[config.mk]
export PLATFORM = sky130hd
export DESIGN_NAME = seq_chunk_adder_flat
export DESIGN_NICKNAME = d
export VERILOG_FILES = /design/src/rtl/seq_chunk_adder_if.sv /design/src/rtl/seq_chunk_adder.sv /design/src/flat_wrapper.sv
export SDC_FILE = /design/constraint.sdc
export NUM_CORES = 1
export LEC_CHECK = 0
export CAP_MARGIN = 20
export CELL_PAD_IN_SITES_DETAIL_PLACEMENT = 0
export CELL_PAD_IN_SITES_GLOBAL_PLACEMENT = 1
export CORE_ASPECT_RATIO = 1.2
export CORE_MARGIN = 2
export CORE_UTILIZATION = 41
export DETAILED_ROUTE_END_ITERATION = 8
export GPL_ROUTABILITY_DRIVEN = 0
export PLACE_DENSITY = 0.77
export SYNTH_ARGS = -nofsm -noshare
export SYNTH_HDL_FRONTEND = slang
export SYNTH_SLANG_ARGS = --single-unit
export TNS_END_PERCENT = 30
[constraint.sdc]
create_clock -name clk -period 2.38 [get_ports clk]
set_input_delay 0.476 -clock clk [delete_from_list [all_inputs] [get_ports clk]]
set_output_delay 0.476 -clock clk [all_outputs]
set_load 0.01 [all_outputs]
[src/rtl/seq_chunk_adder_if.sv]
// Request/result bundle for seq_chunk_adder: operands and mode in,
// busy/done handshake and registered result out.
interface seq_chunk_adder_if #(
    parameter int WIDTH = 16
);
    logic             start;
    logic             sub;
    logic [WIDTH-1:0] a;
    logic [WIDTH-1:0] b;
    logic             cin;
    logic             busy;
    logic             done;
    logic [WIDTH-1:0] sum;
    logic             cout;
    logic             ovf;

    modport master (
        output start, sub, a, b, cin,
        input  busy, done, sum, cout, ovf
    );

    modport slave (
        input  start, sub, a, b, cin,
        output busy, done, sum, cout, ovf
    );
endinterface

[src/rtl/seq_chunk_adder.sv]
// Multi-cycle WIDTH-bit adder/subtractor built from one CHUNK-bit ripple slice,
// consuming one chunk per clock, LSB chunk first.
module seq_chunk_adder #(
    parameter int WIDTH = 16,
    parameter int CHUNK = 4
) (
    input  logic             clk,
    input  logic             rst,
    seq_chunk_adder_if.slave bus
);
    localparam int N  = WIDTH / CHUNK;
    localparam int CW = (N > 1) ? $clog2(N) : 1;

    typedef enum logic {
        IDLE = 1'b0,
        RUN  = 1'b1
    } state_t;

    state_t           state_r;
    logic [CW-1:0]    cnt_r;
    logic             carry_r;
    logic [WIDTH-1:0] a_r;
    logic [WIDTH-1:0] b_r;
    logic [WIDTH-1:0] acc_r;
    logic [WIDTH-1:0] sum_r;
    logic             busy_r;
    logic             done_r;
    logic             cout_r;
    logic             ovf_r;

    logic [CHUNK:0]   chunk_sum_s;
    logic             msb_cin_s;
    logic             last_s;
    logic [WIDTH-1:0] acc_next_s;

    // Operands shift right each cycle, so the active chunk always sits in the low CHUNK bits.
    always_comb begin
        chunk_sum_s = {1'b0, a_r[CHUNK-1:0]} + {1'b0, b_r[CHUNK-1:0]} + {{CHUNK{1'b0}}, carry_r};
        msb_cin_s   = a_r[CHUNK-1] ^ b_r[CHUNK-1] ^ chunk_sum_s[CHUNK-1];
        last_s      = (cnt_r == CW'(N - 1));
    end

    // Accumulator fills from the top; after N shifts it holds the whole result in place.
    generate
        if (N == 1) begin : g_single
            always_comb begin
                acc_next_s = chunk_sum_s[CHUNK-1:0];
            end
        end else begin : g_multi
            always_comb begin
                acc_next_s = {chunk_sum_s[CHUNK-1:0], acc_r[WIDTH-1:CHUNK]};
            end
        end
    endgenerate

    // Control FSM with datapath registers and registered outputs.
    always_ff @(posedge clk or posedge rst) begin
        if (rst) begin
            state_r <= IDLE;
            cnt_r   <= '0;
            carry_r <= 1'b0;
            a_r     <= '0;
            b_r     <= '0;
            acc_r   <= '0;
            sum_r   <= '0;
            busy_r  <= 1'b0;
            done_r  <= 1'b0;
            cout_r  <= 1'b0;
            ovf_r   <= 1'b0;
        end else begin
            case (state_r)
                IDLE: begin
                    done_r <= 1'b0;
                    if (bus.start) begin
                        a_r     <= bus.a;
                        b_r     <= bus.sub ? ~bus.b : bus.b;
                        carry_r <= bus.sub ? ~bus.cin : bus.cin;
                        cnt_r   <= '0;
                        busy_r  <= 1'b1;
                        state_r <= RUN;
                    end else begin
                        busy_r  <= 1'b0;
                        state_r <= IDLE;
                    end
                end
                RUN: begin
                    a_r     <= a_r >> CHUNK;
                    b_r     <= b_r >> CHUNK;
                    acc_r   <= acc_next_s;
                    carry_r <= chunk_sum_s[CHUNK];
                    cnt_r   <= cnt_r + CW'(1);
                    if (last_s) begin
                        sum_r   <= acc_next_s;
                        cout_r  <= chunk_sum_s[CHUNK];
                        ovf_r   <= msb_cin_s ^ chunk_sum_s[CHUNK];
                        done_r  <= 1'b1;
                        busy_r  <= 1'b0;
                        state_r <= IDLE;
                    end else begin
                        done_r  <= 1'b0;
                        busy_r  <= 1'b1;
                        state_r <= RUN;
                    end
                end
                default: begin
                    state_r <= IDLE;
                    busy_r  <= 1'b0;
                    done_r  <= 1'b0;
                end
            endcase
        end
    end

    assign bus.busy = busy_r;
    assign bus.done = done_r;
    assign bus.sum  = sum_r;
    assign bus.cout = cout_r;
    assign bus.ovf  = ovf_r;
endmodule

[src/flat_wrapper.sv]
// flat-port wrapper written by rule: the top's interface ports become plain ports
module seq_chunk_adder_flat 
#(
    parameter int WIDTH = 16,
    parameter int CHUNK = 4
)
  (clk, rst, bus_start, bus_sub, bus_a, bus_b, bus_cin, bus_busy, bus_done, bus_sum, bus_cout, bus_ovf);
  seq_chunk_adder_if #(.WIDTH(WIDTH)) bus_i ();
  input  logic clk;
  input  logic rst;
  input wire logic [$bits(bus_i.start)-1:0] bus_start;
  input wire logic [$bits(bus_i.sub)-1:0] bus_sub;
  input wire logic [$bits(bus_i.a)-1:0] bus_a;
  input wire logic [$bits(bus_i.b)-1:0] bus_b;
  input wire logic [$bits(bus_i.cin)-1:0] bus_cin;
  output wire logic [$bits(bus_i.busy)-1:0] bus_busy;
  output wire logic [$bits(bus_i.done)-1:0] bus_done;
  output wire logic [$bits(bus_i.sum)-1:0] bus_sum;
  output wire logic [$bits(bus_i.cout)-1:0] bus_cout;
  output wire logic [$bits(bus_i.ovf)-1:0] bus_ovf;
  assign bus_i.start = bus_start;
  assign bus_i.sub = bus_sub;
  assign bus_i.a = bus_a;
  assign bus_i.b = bus_b;
  assign bus_i.cin = bus_cin;
  assign bus_busy = bus_i.busy;
  assign bus_done = bus_i.done;
  assign bus_sum = bus_i.sum;
  assign bus_cout = bus_i.cout;
  assign bus_ovf = bus_i.ovf;
  seq_chunk_adder #(.WIDTH(WIDTH), .CHUNK(CHUNK)) u_core (.clk(clk), .rst(rst), .bus(bus_i));
endmodule
# --- Yosys cells after proc, flatten, opt, wreduce, memory -nomap -nowiden ---
# Cells that the tools add are included.
word_totals:
  regBits: 71
  elab_cells: 37
  out_inout_bits: 20
classes:
  n_mux: 15
  addsub: 3
  n_reduce_logical: 1
  n_eq_ne: 2
  bitwise: 6
op_table:
  columns: ["cell", "n"]
  rows:
  - ["$pmux W16 S2", 2]
  - ["$mux W16", 3]
  - ["$not A16 Y16", 1]
  - ["$pmux W1 S2", 3]
  - ["$add A4 B4 Y5", 1]
  - ["$add A5 B1 Y5", 1]
  - ["$mux W1", 5]
  - ["$pmux W2 S2", 1]
  - ["$xor A1 B1 Y1", 3]
  - ["$add A2 B1 Y2 const B", 1]
  - ["$eq A2 B2 Y1 const B", 1]
  - ["$mux W2", 1]
  - ["$ne A2 B2 Y1 const B", 1]
  - ["$not A1 Y1", 2]
  - ["$reduce_and A2 Y1", 1]

# --- Depth between registers and ports, before layout ---
# Gate-level depths: netlist of the first run.
logic_depth:
  word_depth: 4
  depth_mapped: 7

# --- Worst setup path before layout of the first run ---
# OpenSTA, ideal clock, no wires.
synth_timing:
  path_type: "register to register"
  from: "register u_core.b_r[0]"
  to: "register u_core.ovf_r, in the netlist u_core.bus.ovf"
  setup_ns: 0.128
  path_slack_ns: 0.727
  stages_incl_launch_ff: 8
  n_path_buf: 0
  t_arrival_ns: 1.526
  cell_sequence: "dfrtp_1 > fa_1 > inv_1 > fa_1 > nand2b_1 > a21oi_1 > xor2_1 > o21ai_0"
synth_via:
  elab_chain_len: 4
synth_rtl:
  columns: ["item", "line", "text"]
  rows:
  - ["start: declaration", "seq_chunk_adder.sv:23", "logic [WIDTH-1:0] b_r;"]
  - ["start signal: assignment", "seq_chunk_adder.sv:76", "b_r <= bus.sub ? ~bus.b : bus.b;"]
  - ["start signal: assignment", "seq_chunk_adder.sv:88", "b_r <= b_r >> CHUNK;"]
  - ["$add A4 B4 Y5 (*)", "seq_chunk_adder.sv:38", "chunk_sum_s = {1'b0, a_r[CHUNK-1:0]} + {1'b0, b_r[CHUNK-1:0]} + {{CHUNK{1'b0}}, carry_r};"]
  - ["$add A5 B1 Y5 (*)", "seq_chunk_adder.sv:38", null]
  - ["$xor A1 B1 Y1", "seq_chunk_adder.sv:39", "msb_cin_s = a_r[CHUNK-1] ^ b_r[CHUNK-1] ^ chunk_sum_s[CHUNK-1];"]
  - ["$xor A1 B1 Y1 (*)", "seq_chunk_adder.sv:95", "ovf_r <= msb_cin_s ^ chunk_sum_s[CHUNK];"]
  - ["end signal: assignment", "seq_chunk_adder.sv:95", null]
  - ["end: declaration", "seq_chunk_adder.sv:29", "logic ovf_r;"]
# Every way passes the cells marked *; elsewhere a longest branch is shown, timed or not.
# A chain may end at the register's enable or synchronous reset.

# --- Worst setup path in the final report of the first run ---
layout_timing:
  from: "register u_core.busy_r, in the netlist u_core.bus.busy"
  to: "output bus_busy"
layout_rtl:
  columns: ["item", "line", "text"]
  rows:
  - ["start: declaration", "seq_chunk_adder.sv:26", "logic busy_r;"]
  - ["start signal: assignment", "seq_chunk_adder.sv:66", "busy_r <= 1'b0;"]
  - ["start signal: assignment", "seq_chunk_adder.sv:79", "busy_r <= 1'b1;"]
  - ["start signal: assignment", "seq_chunk_adder.sv:82", "busy_r <= 1'b0;"]
  - ["end: declaration", "flat_wrapper.sv:16", "output wire logic [$bits(bus_i.busy)-1:0] bus_busy;"]
# No word-level cell between the ends.

==> impl_metrics.py, run 1 <==
metrics = {
    "power": {
        "p_leak_nw": 1.751,
        "comb_power_share": 0.337,
        "switchingPower_mw": 1.355,
        "ir_drop_mv": 0.5664,
        "p_clk_frac": 0.237,
        "p_int_mw": 3.102,
        "power.density_nw_per_um2": 1146,
        "seq_power_share": 0.426,
        "switching_share": 0.3040,
    },
    "floorplanning": {
        "pin_count": 57,
        "core-area_um2": 7232,
        "start_util": 0.4196,
        "dieArea_um2": 8107,
        "num_rows": 34,
        "die_h_um": 98.24,
        "die_w_um": 82.53,
    },
    "synth": {
        "synth_cell_type_count": 25,
        "synth_area_um2": 3034,
        "yosys.area.top_type": "dfrtp_1",
        "synth_top_family_by_area": "multiplexers",
        "synth-main-ff-cell": "dfrtp_1",
        "syn_avg_cell_area_um2": 11.32,
        "yosysTopAreaCellShare": 0.5526,
        "ys_warn_count": 0,
        "syn_inst": 268,
        "synthTopCellsByCount": "dfrtp_1 (67), nand2_1 (31), nor2_1 (25), o21ai_0 (25), mux2_2 (22)",
        "synthSimpleGateAreaFrac": 0.07134,
        "ys_seq_area_frac": 0.5526,
        "synth-async-reset-ratio": 1.000,
        "ys_ff_latch": 67,
        "muxShareOfSynthArea": 0.1542,
        "synth_edf_count": 0,
        "synth_area_leaders": "dfrtp_1 (55%), mux2_2 (8.2%), mux2i_1 (6.3%)",
        "syn_nets": 311,
        "synth_xor_area_frac": 0.05773,
        "synth_fa_ha_area_frac": 0.02969,
        "yosysMostFrequentCell": "dfrtp_1",
        "synth_compound_area_frac": 0.09072,
    },
    "sta": {
        "hold_viol": 0,
        "fin_ws_ps": 374.5,
        "slew_headroom": 0.6317,
        "fin_crit_sh": 0.8427,
        "setup-tns-final_ps": 0,
        "worst_pin_slew_ps": 552.4,
        "max_freq_mhz": 498.6,
        "drv_slew": 0,
        "clock-skew-final_ps": 5.042,
        "rsz0062_at_grt": "false",
        "fin_crit_ps": 2006,
        "setup_violations": 0,
    },
    "worst_setup_path": {
        "worst_setup_path_start_kind": "flip-flop",
        "end_kind": "output port",
        "cp_slowest_cell": "clkdlybuf4s50_1",
        "critical_path.max_fanout": 16,
        "worst-path-buf-inv": 1,
        "required_ps": 1900,
        "worst_r2r_path_depth": 7,
        "worst_ep_arrival_time_ps": 1530,
        "path_class": "reg2out",
        "cp.depth": 1,
        "crit_chain": "clkdlybuf4s50_1",
        "critPathTopFamily": "buffers and inverters",
        "critPathMaxStageDelay_ps": 610,
    },
    "clocking": {
        "root_buffer": "clkbuf_8",
        "cts_tree": "done",
        "cts_max_level": 3,
        "cts_hold_buf": 0,
        "clock_sinks": 67,
        "ctsResizeCount": 0,
        "cts.path.max_buffers": 2,
        "clk_pin_slew_worst_paths_ps": 70,
        "cts_made_buffers": 9,
        "post_cts_buffers": 0,
        "clock_latency_ps": 330,
    },
    "route": {
        "ant_nets": 0,
        "num_vias": 2060,
        "first_iter_violations": 69,
        "routed_via_density": 4.893,
        "first_pass_iters": 4,
        "drt-total-wl_um": 5513,
        "wl_per_cell_um": 13.10,
        "route.detailed.drc": 0,
    },
    "final_layout": {
        "nFillCells": 669,
        "area_growth_pct": 28.21,
        "nNetsFinal": 369,
        "drive_gt1_frac": 0.1541,
        "seq_area_um2": 1678,
        "antenna_cells": 0,
        "multiInputGateArea_um2": 1225,
    },
    "placement": {
        "dp_hpwl_um": 3837,
        "place_ws_ps": 525.3,
        "portBuffers": 56,
    },
    "run_status": {
        "outcome": "complete, no violations",
    },
    "global_route": {
        "grt_pass1_wl_um": 9611,
        "first_global_vias": 2085,
        "grt_max_degree": 63,
        "track_usage": 0.1536,
        "antenna_found_initial": 0,
        "grt.overflow.total": 0,
    },
    "job": {
        "max_cap_violations": 0,
    },
    "worst_hold_path": {
        "hold_class": "in2async",
    },
}
[registers in the layout (all words and copies together) (netlist names)]
signal	flops
u_core.bus.ovf	1
u_core.bus.busy	1
u_core.bus.sum	16
u_core.b_r	16
u_core.a_r	16
u_core.bus.done	1
u_core.acc_r	12
u_core.carry_r	1
u_core.bus.cout	1
u_core.cnt_r	2
[cell type report]
type	instances	area share
clock inverter	4	0.01866
inverter	7	0.006755
timing repair buffer	64	0.1595
multi-input combinational	177	0.3149
tap	90	0.02895
clock buffer	12	0.03988
sequential	67	0.4313
[cell usage in the layout (no fill, tap or decap), types with 4 or more instances in the layout]
master	synthesis	final
buf_4	3	8
ha_1	4	4
xnor2_1	18	18
a211oi_1	4	4
inv_1	6	5
clkbuf_8	0	11
a21oi_1	15	15
mux2_2	22	22
o21ai_1	4	4
mux2i_1	19	19
nor2_1	25	25
nand2_1	31	31
o21ai_0	25	25
dfrtp_1	67	66
clkdlybuf4s50_1	0	56
[per-stage QoR]
stage / cells / instance area [um^2] / hold WS, ps / utilization / total power, mW
floorplan: 268 / 3034 / 449.2 / - / 2.867
global placement: 405 / 3662 / 459.6 / 0.5064 / 3.387
detailed placement: 405 / 3662 / 464.6 / 0.5064 / 3.448
CTS: 421 / 3890 / 402.3 / 0.5379 / 4.523
global route: 421 / 3890 / 437.0 / 0.5379 / 4.803
finish: 421 / 3890 / 406.4 / 0.5379 / 4.457
[per-layer routing]
metal | GRT usage | share of wire | up-vias
li1 | - | - | 1018
met1 | 0.2016 | 0.45 | 981
met4 | 0.07062 | 0.023 | 0
met5 | 0 | 0 | -
met3 | 0.03327 | 0.041 | 10
met2 | 0.2401 | 0.49 | 51
[worst paths after layout]
path                                       to  slack, ps          startpoint
min                           u_core.bus.busy        410                 rst
max reg2reg                    u_core.bus.ovf        540       u_core.a_r[0]
min reg2reg                u_core.bus.sum[10]        480  u_core.bus.sum[10]
min in group clk           u_core.bus.sum[10]        480  u_core.bus.sum[10]
max                                  bus_busy        370     u_core.bus.busy
max in group asynchronous    u_core.acc_r[10]       1300                 rst
[power by group through the flow]
stage | clock [mW] | sequential, mW | combinational, mW
floorplan | 0 | 1.89 | 0.978
global placement | 0 | 1.91 | 1.48
detailed placement | 0 | 1.92 | 1.52
CTS | 1.09 | 1.90 | 1.53
global route | 1.14 | 1.96 | 1.70
finish | 1.06 | 1.90 | 1.50
[cell families after synthesis]
family          Yosys count
flops                    67
simple gates             57
compound gates           51
mux                      43
buf+inv                  24
xor+xnor                 20
fa+ha+maj                 6
No activity file was read; power rests on OpenSTA's default activity.
==> run 2, diff against run 1 <==
- clock period: 2.38 -> 2.07 ns (I/O delays scaled with it)
==> impl_metrics.py, run 2 (same netlist as run 1, synthesis figures left out) <==
metrics = {
    "final_layout": {
        "final_cells": 421,
        "post-route-util": 0.5325,
        "final_common_cell": "dfrtp_1",
        "drive_gt1_frac": 0.1480,
        "antenna_cells": 0,
        "nNetsFinal": 369,
        "area_growth_pct": 26.93,
        "final_area_um2": 3851,
        "mostFrequentLayoutCells": "dfrtp_1 (66), clkdlybuf4s50_1 (56), nand2_1 (31), o21ai_0 (25), nor2_1 (25)",
    },
    "global_route": {
        "antenna_found_initial": 0,
        "grt_max_degree": 68,
        "first_global_vias": 1924,
        "grt_pass1_wl_um": 8783,
        "track_usage": 0.1434,
        "grt.overflow.total": 0,
    },
    "worst_setup_path": {
        "required_ps": 1660,
        "critical_path.max_fanout": 15,
        "worst_setup_path_start_kind": "flip-flop",
        "worst-path-buf-inv": 1,
        "crit_chain": "clkdlybuf4s50_1",
        "critPathTopFamily": "buffers and inverters",
        "end_kind": "output port",
        "cp.depth": 1,
        "path_class": "reg2out",
        "cp_slowest_cell": "clkdlybuf4s50_1",
        "worst_r2r_path_depth": 7,
        "critPathMaxStageDelay_ps": 600,
        "worst_ep_arrival_time_ps": 1500,
    },
    "placement": {
        "portBuffers": 56,
        "dp_hpwl_um": 3623,
        "place_inst": 405,
        "dpl_cell_area_um2": 3679,
    },
    "power": {
        "power.density_nw_per_um2": 1263,
        "p_leak_nw": 1.729,
        "ir_drop_mv": 0.5810,
    },
    "sta": {
        "max_freq_mhz": 521.6,
        "slew_headroom": 0.6429,
        "worst_pin_slew_ps": 535.6,
        "hold_slack_ps": 481.0,
        "fin_crit_ps": 1917,
        "clock-skew-final_ps": 5.639,
        "rsz0062_at_grt": "false",
        "drv_slew": 0,
        "setup_violations": 0,
        "hold_viol": 0,
        "fin_crit_sh": 0.9262,
        "setup-tns-final_ps": 0,
    },
    "floorplanning": {
        "die_h_um": 98.24,
        "num_rows": 34,
        "pin_count": 57,
        "die_w_um": 82.53,
        "start_util": 0.4196,
        "core-area_um2": 7232,
        "dieArea_um2": 8107,
    },
    "route": {
        "first_iter_violations": 64,
        "drt-total-wl_um": 5195,
        "ant_nets": 0,
        "num_vias": 2017,
        "route.detailed.drc": 0,
        "first_pass_iters": 4,
        "routed_via_density": 4.791,
        "wl_per_cell_um": 12.34,
    },
    "worst_hold_path": {
        "min_path_cells": 2,
        "hold_class": "reg2reg",
    },
    "clocking": {
        "root_buffer": "clkbuf_8",
        "clk_pin_slew_worst_paths_ps": 60,
        "clock_sinks": 67,
        "post_cts_buffers": 0,
        "ctsResizeCount": 0,
        "cts_made_buffers": 9,
        "cts.path.max_buffers": 2,
        "cts_max_level": 3,
        "clock_latency_ps": 340,
        "cts_tree": "done",
        "cts_hold_buf": 0,
    },
    "job": {
        "max_cap_violations": 0,
    },
    "run_status": {
        "outcome": "complete, no violations",
    },
}
-- run 2: layout make-up --
| class | count | area, um^2 |
|---|---|---|
| clock buffer | 14 | 162.7 |
| multi-input combinational | 177 | 1225 |
| fill | 676 | 3381 |
| clock inverter | 2 | 10.01 |
| tap | 90 | 112.6 |
| sequential | 67 | 1678 |
| inverter | 7 | 30.03 |
| timing repair buffer | 64 | 633.1 |
-- run 2: worst paths after layout --
check | slack [ps] | from | endpoint
setup reg to reg | 260 | u_core.a_r[0] | u_core.bus.ovf
hold reg to reg | 480 | u_core.b_r[14] | u_core.b_r[10]
max in group asynchronous | 1260 | rst | u_core.acc_r[14]
setup / recovery | 150 | u_core.bus.busy | bus_busy
min in group asynchronous | 520 | rst | u_core.bus.sum[3]
hold / removal | 480 | u_core.b_r[14] | u_core.b_r[10]
-- run 2: layer usage --
metal | part of all wire | wire [um] | vias to the layer above | track usage
met5 | 0 | 0 | - | 0
met4 | 0.026 | 134 | 0 | 0.07692
met3 | 0.052 | 272 | 12 | 0.03789
met2 | 0.47 | 2416 | 47 | 0.2202
met1 | 0.46 | 2370 | 940 | 0.1825
li1 | - | - | 1018 | -
-- run 2: per-stage QoR --
step / setup WS [ps] / total power, mW
2_1_floorplan: 416.7 / 3.297
3_3_place_gp: 338.0 / 3.922
3_5_place_dp: 247.9 / 3.976
4_1_cts: 126.3 / 4.948
5_1_grt: 84.15 / 5.240
6_report: 152.8 / 4.862
-- run 2: tightest hold or removal path: stages, from the launching register on --
cell	delay, ps
dfrtp_1	340
nand2_1	50
o21ai_0	60
-- run 2: report_power, final --
| part | internal, mW | switching [mW] | total [mW] |
|---|---|---|---|
| Sequential | 1.84 | 0.330 | 2.17 |
| Clock | 0.498 | 0.456 | 0.954 |
| Combinational | 0.992 | 0.743 | 1.73 |
| Total | 3.33 | 1.53 | 4.86 |
==> run 3, diff against run 2 <==
- ABC_CLOCK_PERIOD_IN_PS: unset -> 2070
- REMOVE_ABC_BUFFERS: unset -> 1
==> impl_metrics.py, run 3 (same netlist as run 1, synthesis figures left out) <==
metrics = {
    "placement": {
        "dp_hpwl_um": 3643,
        "portBuffers": 56,
    },
    "final_layout": {
        "antenna_cells": 0,
        "final_common_cell": "dfrtp_1",
        "mostFrequentLayoutCells": "dfrtp_1 (66), clkdlybuf4s50_1 (56), nand2_1 (31), o21ai_0 (25), nor2_1 (25)",
        "area_growth_pct": 27.67,
        "drive_gt1_frac": 0.1459,
        "nNetsFinal": 368,
    },
    "clocking": {
        "cts_hold_buf": 0,
        "cts_made_buffers": 9,
        "clk_pin_slew_worst_paths_ps": 70,
        "clock_latency_ps": 340,
        "clock_sinks": 67,
        "ctsResizeCount": 0,
        "root_buffer": "clkbuf_8",
        "cts_tree": "done",
        "post_cts_buffers": 0,
        "cts_max_level": 3,
        "cts.path.max_buffers": 2,
    },
    "sta": {
        "hold_viol": 0,
        "fin_crit_sh": 0.9114,
        "rsz0062_at_grt": "false",
        "fin_crit_ps": 1886,
        "slew_headroom": 0.7205,
        "worst_pin_slew_ps": 418.6,
        "max_freq_mhz": 530.1,
        "drv_slew": 0,
        "setup_violations": 0,
        "clock-skew-final_ps": 8.928,
        "hold_slack_ps": 456.0,
    },
    "global_route": {
        "grt_pass1_wl_um": 8859,
        "first_global_vias": 1966,
        "grt.overflow.total": 0,
        "track_usage": 0.1463,
        "antenna_found_initial": 0,
        "grt_max_degree": 68,
    },
    "worst_setup_path": {
        "worst_r2r_path_depth": 7,
        "crit_path_start": "u_core.bus.busy",
        "r2r-start": "u_core.a_r[0]",
        "critical_path.max_fanout": 13,
        "path_class": "reg2out",
        "crit_chain": "clkdlybuf4s50_1",
        "end_kind": "output port",
        "worst-path-buf-inv": 1,
        "worst_ep_arrival_time_ps": 1470,
        "cp.depth": 1,
        "required_ps": 1660,
        "critPathMaxStageDelay_ps": 590,
        "critPathTopFamily": "buffers and inverters",
        "cp_slowest_cell": "clkdlybuf4s50_1",
        "worst_setup_path_start_kind": "flip-flop",
    },
    "power": {
        "ir_drop_mv": 0.6186,
        "power.density_nw_per_um2": 1288,
        "total_power_mw": 4.988,
        "p_leak_nw": 1.742,
    },
    "floorplanning": {
        "die_h_um": 98.24,
        "dieArea_um2": 8107,
        "die_w_um": 82.53,
        "num_rows": 34,
        "pin_count": 57,
        "start_util": 0.4196,
        "core-area_um2": 7232,
    },
    "route": {
        "drt-total-wl_um": 5419,
        "num_vias": 2022,
        "routed_via_density": 4.826,
        "first_iter_violations": 68,
        "ant_nets": 0,
        "route.detailed.drc": 0,
        "first_pass_iters": 4,
        "wl_per_cell_um": 12.93,
    },
    "worst_hold_path": {
        "hold_class": "in2async",
    },
    "run_status": {
        "outcome": "complete, no violations",
    },
    "job": {
        "max_cap_violations": 0,
    },
}
-- run 3: cell types whose count changed in the layout (fill, tap and decap cells not counted) --
cell,change
clkbuf_1,-1
clkinvlp_4,-1
bufinv_16,+1
clkinv_2,-1
inv_2,+1
buf_12,+1
buf_4,-2
-- run 3: metrics by stage --
| step | cells | instance area, um^2 | worst slack [ps] | util | setup TNS (ps) |
|---|---|---|---|---|---|
| 4_1_cts | 419 | 3874 | 163.6 | 0.5356 | 0 |
| 5_1_grt | 419 | 3874 | 52.19 | 0.5356 | 0 |
| 6_report | 419 | 3874 | 183.5 | 0.5356 | 0 |
| 3_3_place_gp | 404 | 3680 | 316.9 | 0.5088 | 0 |
| 2_1_floorplan | 251 | 2928 | -902.2 | - | -15250 |
| 3_5_place_dp | 404 | 3680 | 247.5 | 0.5088 | 0 |
-- run 3: where the power goes --
group	internal, mW	leakage [nW]	switching, mW
registers	1.84	0.860	0.318
clock network	0.615	0.0995	0.460
logic	0.990	0.783	0.761
-- run 3: cell type report --
type                    count  area (um^2)
clock inverters             2        35.03
repair buffers             63        638.1
fillers                   687         3358
inverters                   7        26.28
multi-input cells         177         1225
flip-flops and latches     67         1678
clock buffers              13        158.9
well taps                  90        112.6
-- run 3: per-layer routing --
metal	up-vias	track usage	share of wire
li1	1008	-	-
met1	953	0.1892	0.46
met2	50	0.2208	0.45
met3	11	0.02773	0.051
met4	0	0.09458	0.030
met5	-	0	0
-- run 3: final timing paths --
kind / to / slack (ps)
setup / recovery: bus_busy / 180
hold / removal: u_core.bus.sum[10] / 460
max in group asynchronous: u_core.bus.busy / 1330
hold reg to reg: u_core.b_r[2] / 480
setup reg to reg: u_core.bus.ovf / 240
min in group clk: u_core.b_r[2] / 480
